==> src/rtl/uart_mix_loader.sv <==
// uart_mix_loader: drains the chu_uart RX FIFO, parses 0xA5-framed operand
// packets, verifies the XOR checksum and presents c/x/d with valid/ack.
module uart_mix_loader #(
  parameter int CWORDS64    = 4,
  parameter int XWORDS32    = 2,
  parameter int DVSR        = 651,
  parameter int TIMEOUT_CYC = 1_000_000
) (
  input  logic                                 clk,
  input  logic                                 reset,
  output logic [4:0]                           addr,
  output logic [31:0]                          wr_data,
  output logic                                 write,
  output logic                                 read,
  input  logic [31:0]                          rd_data,
  output logic [CWORDS64*64-1:0]               c_out,
  output logic [XWORDS32*32-1:0]               x_out,
  output logic [$clog2(XWORDS32)*CWORDS64-1:0] d_out,
  output logic                                 frame_valid,
  input  logic                                 frame_ack,
  output logic                                 err_chk,
  output logic                                 err_timeout
);

  localparam int C_BYTES   = CWORDS64 * 8;
  localparam int X_BYTES   = XWORDS32 * 4;
  localparam int DW        = $clog2(XWORDS32) * CWORDS64;
  localparam int D_BYTES   = (DW + 7) / 8;
  localparam int PAY_BYTES = C_BYTES + X_BYTES + D_BYTES;
  localparam int C_BITS    = C_BYTES * 8;
  localparam int X_BITS    = X_BYTES * 8;
  localparam int CW        = $clog2(PAY_BYTES + 1);
  localparam int TW        = $clog2(TIMEOUT_CYC + 1);

  localparam logic [7:0] SYNC_BYTE = 8'hA5;

  typedef enum logic [2:0] {
    BAUD_SETUP,
    SYNC,
    PAYLOAD,
    CHECK,
    HOLD
  } state_t;

  state_t state, nxt;

  logic [PAY_BYTES*8-1:0] shadow;
  logic [CW-1:0]          cnt;
  logic [TW-1:0]          tcnt;
  logic [7:0]             chk;
  logic [7:0]             rx_byte;
  logic                   rx_ok;
  logic                   pop;
  logic                   last;
  logic                   tmo_hit;
  logic                   tmo;
  logic                   good;
  logic                   bad;
  logic                   unused;

  assign read    = 1'b0;
  assign rx_byte = rd_data[7:0];
  assign rx_ok   = !rd_data[8] && !reset;
  assign last    = (cnt == CW'(PAY_BYTES - 1));
  assign tmo_hit = (tcnt == TW'(TIMEOUT_CYC - 1));
  assign unused  = ^{rd_data[31:9], shadow};

  // Bus outputs are combinational so a byte is popped in the cycle it is seen.
  always_comb begin
    nxt     = state;
    addr    = '0;
    wr_data = '0;
    write   = 1'b0;
    pop     = 1'b0;
    tmo     = 1'b0;
    good    = 1'b0;
    bad     = 1'b0;
    if (!reset) begin
      unique case (state)
        BAUD_SETUP: begin
          addr    = 5'd1;
          wr_data = 32'(DVSR);
          write   = 1'b1;
          nxt     = SYNC;
        end
        SYNC: begin
          pop = rx_ok;
          if (pop && rx_byte == SYNC_BYTE) nxt = PAYLOAD;
        end
        PAYLOAD: begin
          pop = rx_ok;
          if (pop) begin
            if (last) nxt = CHECK;
          end else if (tmo_hit) begin
            tmo = 1'b1;
            nxt = SYNC;
          end
        end
        CHECK: begin
          pop = rx_ok;
          if (pop) begin
            if (rx_byte == chk) begin
              good = 1'b1;
              nxt  = HOLD;
            end else begin
              bad = 1'b1;
              nxt = SYNC;
            end
          end else if (tmo_hit) begin
            tmo = 1'b1;
            nxt = SYNC;
          end
        end
        HOLD: begin
          if (frame_ack && frame_valid) nxt = SYNC;
        end
        default: nxt = SYNC;
      endcase
      if (pop) begin
        addr  = 5'd3;
        write = 1'b1;
      end
    end
  end

  always_ff @(posedge clk) begin
    if (reset) begin
      state       <= BAUD_SETUP;
      cnt         <= '0;
      tcnt        <= '0;
      chk         <= '0;
      shadow      <= '0;
      c_out       <= '0;
      x_out       <= '0;
      d_out       <= '0;
      frame_valid <= 1'b0;
      err_chk     <= 1'b0;
      err_timeout <= 1'b0;
    end else begin
      state       <= nxt;
      err_chk     <= bad;
      err_timeout <= tmo;
      if (state == SYNC && pop && rx_byte == SYNC_BYTE) begin
        cnt  <= '0;
        chk  <= '0;
        tcnt <= '0;
      end
      if (state == PAYLOAD && pop) begin
        shadow[{cnt, 3'b000} +: 8] <= rx_byte;
        chk <= chk ^ rx_byte;
        cnt <= cnt + 1'b1;
      end
      // Idle counter only runs while a frame is partially received.
      if (state == PAYLOAD || state == CHECK) begin
        tcnt <= pop ? '0 : tcnt + 1'b1;
      end
      if (good) begin
        c_out       <= shadow[C_BITS-1:0];
        x_out       <= shadow[C_BITS +: X_BITS];
        d_out       <= shadow[C_BITS+X_BITS +: DW];
        frame_valid <= 1'b1;
      end
      if (state == HOLD && frame_ack && frame_valid) begin
        frame_valid <= 1'b0;
      end
    end
  end

endmodule

==> config.mk <==
export PLATFORM = sky130hd
export DESIGN_NAME = uart_mix_loader
export DESIGN_NICKNAME = d
export VERILOG_FILES = /design/src/rtl/uart_mix_loader.sv
export SDC_FILE = /design/constraint.sdc
export NUM_CORES = 1
export LEC_CHECK = 0
export ABC_CLOCK_PERIOD_IN_PS = 3080
export CORE_MARGIN = 1.5
export CORE_UTILIZATION = 30
export DETAILED_ROUTE_END_ITERATION = 6
export GPL_TIMING_DRIVEN = 1
export SLEW_MARGIN = 10
export SYNTH_ARGS = -nofsm -noshare
export SYNTH_HDL_FRONTEND = slang
export SYNTH_SLANG_ARGS = --single-unit
==> constraint.sdc <==
create_clock -name clk -period 3.08 [get_ports clk]
set_clock_uncertainty 0.2 [all_clocks]
set_input_delay 0.308 -clock clk [delete_from_list [all_inputs] [get_ports clk]]
set_output_delay 0.308 -clock clk [all_outputs]
set_load 0.02 [all_outputs]
After elaboration in Yosys (flattened, before gate mapping)
Cells that the tools add are included.

Mux-type cells: 33. $lt $le $gt $ge: 0. Bitwise gates (word level): 4. Add/subtract/negate cells: 3. Reductions and logical operators: 20. Shift-type cells: 2. Multipliers: 0. Div/mod/pow operators: 0. Equal/unequal tests: 11.

Operators with widths (count): 328-bit bitwise mux (1); 8-bit by 11-bit variable shift with 328-bit output (first input constant) (1); 8-bit by 11-bit indexed part select with 328-bit output (1); 20-bit two-way mux (3); 3-bit two-way mux (7); 20-bit by 1-bit adder with 20-bit output (second input constant) (1); 20-bit == test (second input constant) (1); 10-bit two-way mux (2); 8-bit two-way mux (2); 1-bit two-way mux (13); 6-bit two-way mux (2); 3-bit case mux with 4 select lines (1); 9-bit negator with 11-bit output (1); 5-bit two-way mux (2); 3-bit OR reduction (3); 8-bit == test (1); 8-bit == test (second input constant) (1); 1-bit logical AND (8); 8-bit bitwise XOR (1); 6-bit by 1-bit adder with 6-bit output (second input constant) (1); 3-bit by 2-bit == test with 1-bit output (second input constant) (2); 6-bit == test (second input constant) (1); 2-bit inequality test (second input constant) (2); 2-bit nonzero test (2); other kinds (9) (13).

Output and inout port bits: 366. Input bits: 35. Bits in read-only memories: 0. Flip-flop bits (word level): 692. Logic and storage cells: 84. Memory bits (writable): 0. Latch bits: 0. Memories kept: 0.

Depth between registers and ports, before layout
Depth in word-level cells: 9. Mapped depth: 11. Depth with buffers taken out: 7.

Worst setup path after synthesis
No wires, ideal clock.

Kind: register to register. Start point: reg cnt[0]. End point: reg shadow[213]. Cell stages (with the launch flop): 10. Setup time: 0.128 ns. Setup slack: -0.096 ns. Required time: 2.752 ns. Path buffers: 2. Arrival time: 2.848 ns. Period minus slack after synthesis: 3.176 ns. Cells stage by stage: dfxtp_1 > clkbuf_1 > clkinv_1 > ha_1 > buf_2 > or4_1 > a211o_1 > a211oi_4 > mux2i_1 > nor2_1.

Longest elaborated chain between the ends: 3. Elaborated cells on any way between the ends: 4. Those cells by class: 1 x add/sub; 2 x shift; 1 x mux.

Ends and longest elaborated chain: from (decl) (RTL line 48) `logic [CW-1:0] cnt;`; from (signal assigned) (RTL line 151) `cnt <= cnt + 1'b1;`; 9-bit negator with 11-bit output (*) (RTL line 149) `shadow[{cnt, 3'b000} +: 8] <= rx_byte;`; 8-bit by 11-bit indexed part select with 328-bit output or 8-bit by 11-bit variable shift with 328-bit output (tied branches) (RTL line 149); 328-bit bitwise mux (*) (RTL line 149); to (signal, indexed assignment) (RTL line 149); to (decl) (RTL line 47) `logic [PAY_BYTES*8-1:0] shadow;`.

Mark *: on every way between the ends. The rest lies on a longest branch, timed or not. A chain may end at the register's enable or synchronous reset.

Worst setup path in the final report
Start point: in reset. End point: out addr[0].

Longest elaborated chain between the ends: 6.

Ends and longest elaborated chain: from (decl) (RTL line 10) `input logic reset,`; 1-bit zero test; 1-bit logical AND (RTL line 63) `assign rx_ok = !rd_data[8] && !reset;`; 1-bit two-way mux (RTL line 79) `unique case (state)`; 1-bit two-way mux (RTL line 78) `if (!reset) begin`; 5-bit two-way mux (RTL line 119) `if (pop) begin`; 5-bit two-way mux (*) (RTL line 78); to (decl) (RTL line 11) `output logic [4:0] addr,`.

Mark *: on every way between the ends. The rest lies on a longest branch, timed or not. The select of a mux whose other input is x is not followed.

==> flow_summary.json <==
{
  "outcome": "complete, no violations",
  "yosysUniqueCellTypes": 75,
  "ys_ff_latch": 688,
  "synth-main-ff-cell": "dfxtp_1",
  "setup_violations": 0,
  "die_h_um": 303,
  "gr-usage-all-layers": 0.193,
  "cts_tree": "done",
  "clockRootBuffer": "clkbuf_16",
  "synth_top_area_cell": "dfxtp_1",
  "cts-hold-fix-buffers": 1,
  "dr.pass1.iters": 5,
  "slowest_stage": "clkdlybuf4s50_1",
  "vias": 22805,
  "r2r.worst_path.cells": 9,
  "crit_required_ns": 2.57,
  "drtAntennaViolNets": 0,
  "synthArstFlopShare": 0,
  "rsz0062_at_grt": "false",
  "synth_top_area_frac": 0.511,
  "cp_top_family": "buffers and inverters",
  "ios": 401,
  "finalWeightedCongestion": 0.905,
  "synth_edf_count": 0,
  "die_w_um": 303,
  "critPathMaxFanout": 24,
  "start_kind": "input pin",
  "yosysWarnings": 0,
  "synthCells": 3123,
  "postPlaceCellArea_sq_um": 32300,
  "path_clk_slew_ns": 0.06,
  "cts_resized": 0,
  "critPathMaxStageDelay_ns": 0.59,
  "drt-vias-per-instance": 4.86,
  "maxCapViolCount": 0,
  "hp-start": "frame_ack",
  "grt_overflow": 0,
  "dieArea_sq_um": 91700,
  "r2r_start": "cnt[0]",
  "ir_drop_uv": 369,
  "hold_path_class": "in2reg",
  "yosysMostFrequentCell": "nand2_1",
  "antenna_found_initial": 8,
  "critPathMostFrequentCell": "buf_4",
  "drc": 0,
  "worst_skew_pair.late_latency_ns": 0.64,
  "worstReg2RegEnd": "shadow[322]",
  "postLayoutCellArea_sq_um": 35100,
  "synth_common_cells": "735 x nand2_1, 688 x dfxtp_1, 393 x a21oi_1",
  "wire_per_inst_um": 19.2,
  "crit_start": "reset",
  "r2r_slack_ns": 0.21,
  "maxSlewHeadroom": 0.351,
  "grt_pass1_vias": 21425,
  "drive_gt1_frac": 0.101,
  "finalSetupTns_ns": 0,
  "p_per_area_nw_per_um2": 568,
  "fmax_ghz": 0.337,
  "crit_arrival_ns": 2.46,
  "p_leak_uw": 0.0124,
  "postCtsSetupBuffers": 0,
  "hold_end": "frame_valid",
  "core_area_sq_um": 88800,
  "num_rows": 109,
  "grt_pass1_wl_mm": 134,
  "synthTopCellsByArea": "dfxtp_1 51%, nand2_1 10%, mux2i_1 7.8%, a21oi_1 7.3%, nand2b_1 3.4%",
  "hold_violations": 0,
  "post-route-min-period_ns": 2.97,
  "critical_path.cell_chain": "dlygate4sd3_1 > buf_8 > buf_4 > nor4_1 > buf_4 > or2_2 > clkdlybuf4s50_1",
  "worst_slack_ns": 0.109,
  "wirelength_mm": 90.3,
  "fillers": 8922,
  "numClockSinks": 688,
  "slew_viol_final": 0,
  "critPathCaptureType": "primary output",
  "dp_hpwl_mm": 61.7,
  "io_buffer_count": 346,
  "crit_buf_inv": 5,
  "numCtsBuffers": 79,
  "synth_area_per_cell_sq_um": 8.64,
  "dp_slack_ns": 0.0253,
  "num-nets-final": 3510,
  "critical_path_class": "in2out",
  "holdPathStages": 4,
  "fin_crit_sh": 0.965,
  "grt_max_degree": 217,
  "worst_slew_pin_slew_ns": 0.973,
  "first_iter_violations": 1667,
  "yosysSeqAreaShare": 0.511,
  "ctsLongestPathBuffers": 3,
  "syn2layout_area_growth_pct": 30.1,
  "start_util": 0.304,
  "synth_area_sq_um": 27000,
  "cts_htree_levels": 3
}
per-stage QoR:
step	hold slack, ns	util	power [uW]	instances
2_1_floorplan	0.227	-	9870	3153
3_3_place_gp	0.236	0.364	10300	4553
3_5_place_dp	0.239	0.364	10300	4553
4_1_cts	0.113	0.395	20200	4695
5_1_grt	0.223	0.395	20600	4695
6_report	0.152	0.395	19900	4696
worst register-to-register path: cells and delay by family, from the launching register on:
| kind | cells | cell delay (ns) |
|---|---|---|
| compound gates | 2 | 0.97 |
| fa+ha+maj | 1 | 0.31 |
| mux | 1 | 0.18 |
| flops | 1 | 0.34 |
| buf+inv | 3 | 0.54 |
| simple gates | 2 | 0.20 |
worst max path at each step:
stage	to	depth (start not counted)
final	addr[0]	7
after global routing	addr[0]	7
after CTS	addr[0]	7
after detailed placement	shadow[322]	9
after global placement	shadow[320]	9
after floorplan	shadow[213]	9
power by group:
| part | switching, uW | internal, uW | leakage [uW] |
|---|---|---|---|
| registers | 28.1 | 8920 | 0.00554 |
| logic | 811 | 367 | 0.00555 |
| clock network | 3880 | 5920 | 0.00133 |
| total | 4720 | 15200 | 0.0124 |
logic make-up after synthesis:
logic type / after synthesis / synth area share
buffers and inverters: 285 / 0.0467
AND/OR/NAND/NOR: 1332 / 0.236
AO/OA/AOI/OAI: 566 / 0.113
multiplexers: 229 / 0.0860
other: 1 / 0.000139
XOR/XNOR: 17 / 0.00580
adder cells (fa/ha/maj): 5 / 0.00232
flip-flops: 688 / 0.511
cell type report:
cell class	instances	area (sq um)	area share
Clock buffer	108	2260	0.0643
Sequential cell	688	13800	0.393
Inverter	10	37.5	0.00107
Timing Repair Buffer	511	4980	0.142
Clock inverter	33	468	0.0133
Antenna cell	1	2.50	0.0000713
Tap cell	1165	1460	0.0416
Multi-Input combinational cell	2180	12100	0.345
cells in the final DEF (no fill, tap or decap), types with 6 or more instances in the layout:
cell type	synthesis	routed
nor3_1	28	24
o21ai_0	110	110
nor2b_1	38	38
a21oi_1	393	393
clkinv_2	0	11
buf_4	37	142
clkdlybuf4s50_1	0	345
nand3_1	52	52
nand2b_1	146	146
buf_12	0	22
nor4_1	15	15
clkbuf_8	0	15
clkbuf_16	0	80
and2_1	11	11
nor2_1	140	140
nand3b_1	57	57
conb_1	1	31
nor4_4	7	7
nand4_1	32	32
dfxtp_1	688	688
and3_1	6	6
or3_1	22	21
xnor2_1	14	14
nand2_1	735	735
mux2i_1	210	210
a31oi_1	14	13
inv_1	8	8
bufinv_16	0	9
mux2_2	18	18
clkbuf_1	195	13
nor3_2	3	7
a211oi_1	6	6
state kept, by name, summed over array words and instances, names as in the netlist:
| signal | cells |
|---|---|
| shadow | 324 |
| c_out | 256 |
| x_out | 64 |
| tcnt | 20 |
| chk | 8 |
| cnt | 6 |
| d_out | 4 |
| state | 3 |
| err_chk | 1 |
| err_timeout | 1 |
| frame_valid | 1 |
metal layers:
layer  up-vias  wire (um)  track usage
met4         0       2610       0.0678
met5         -          0            0
met2       597      41800        0.310
li1      11137          -            -
met1     10948      40700        0.257
met3       123       5180       0.0365
Note: power is estimated with default switching activity, not from simulation.
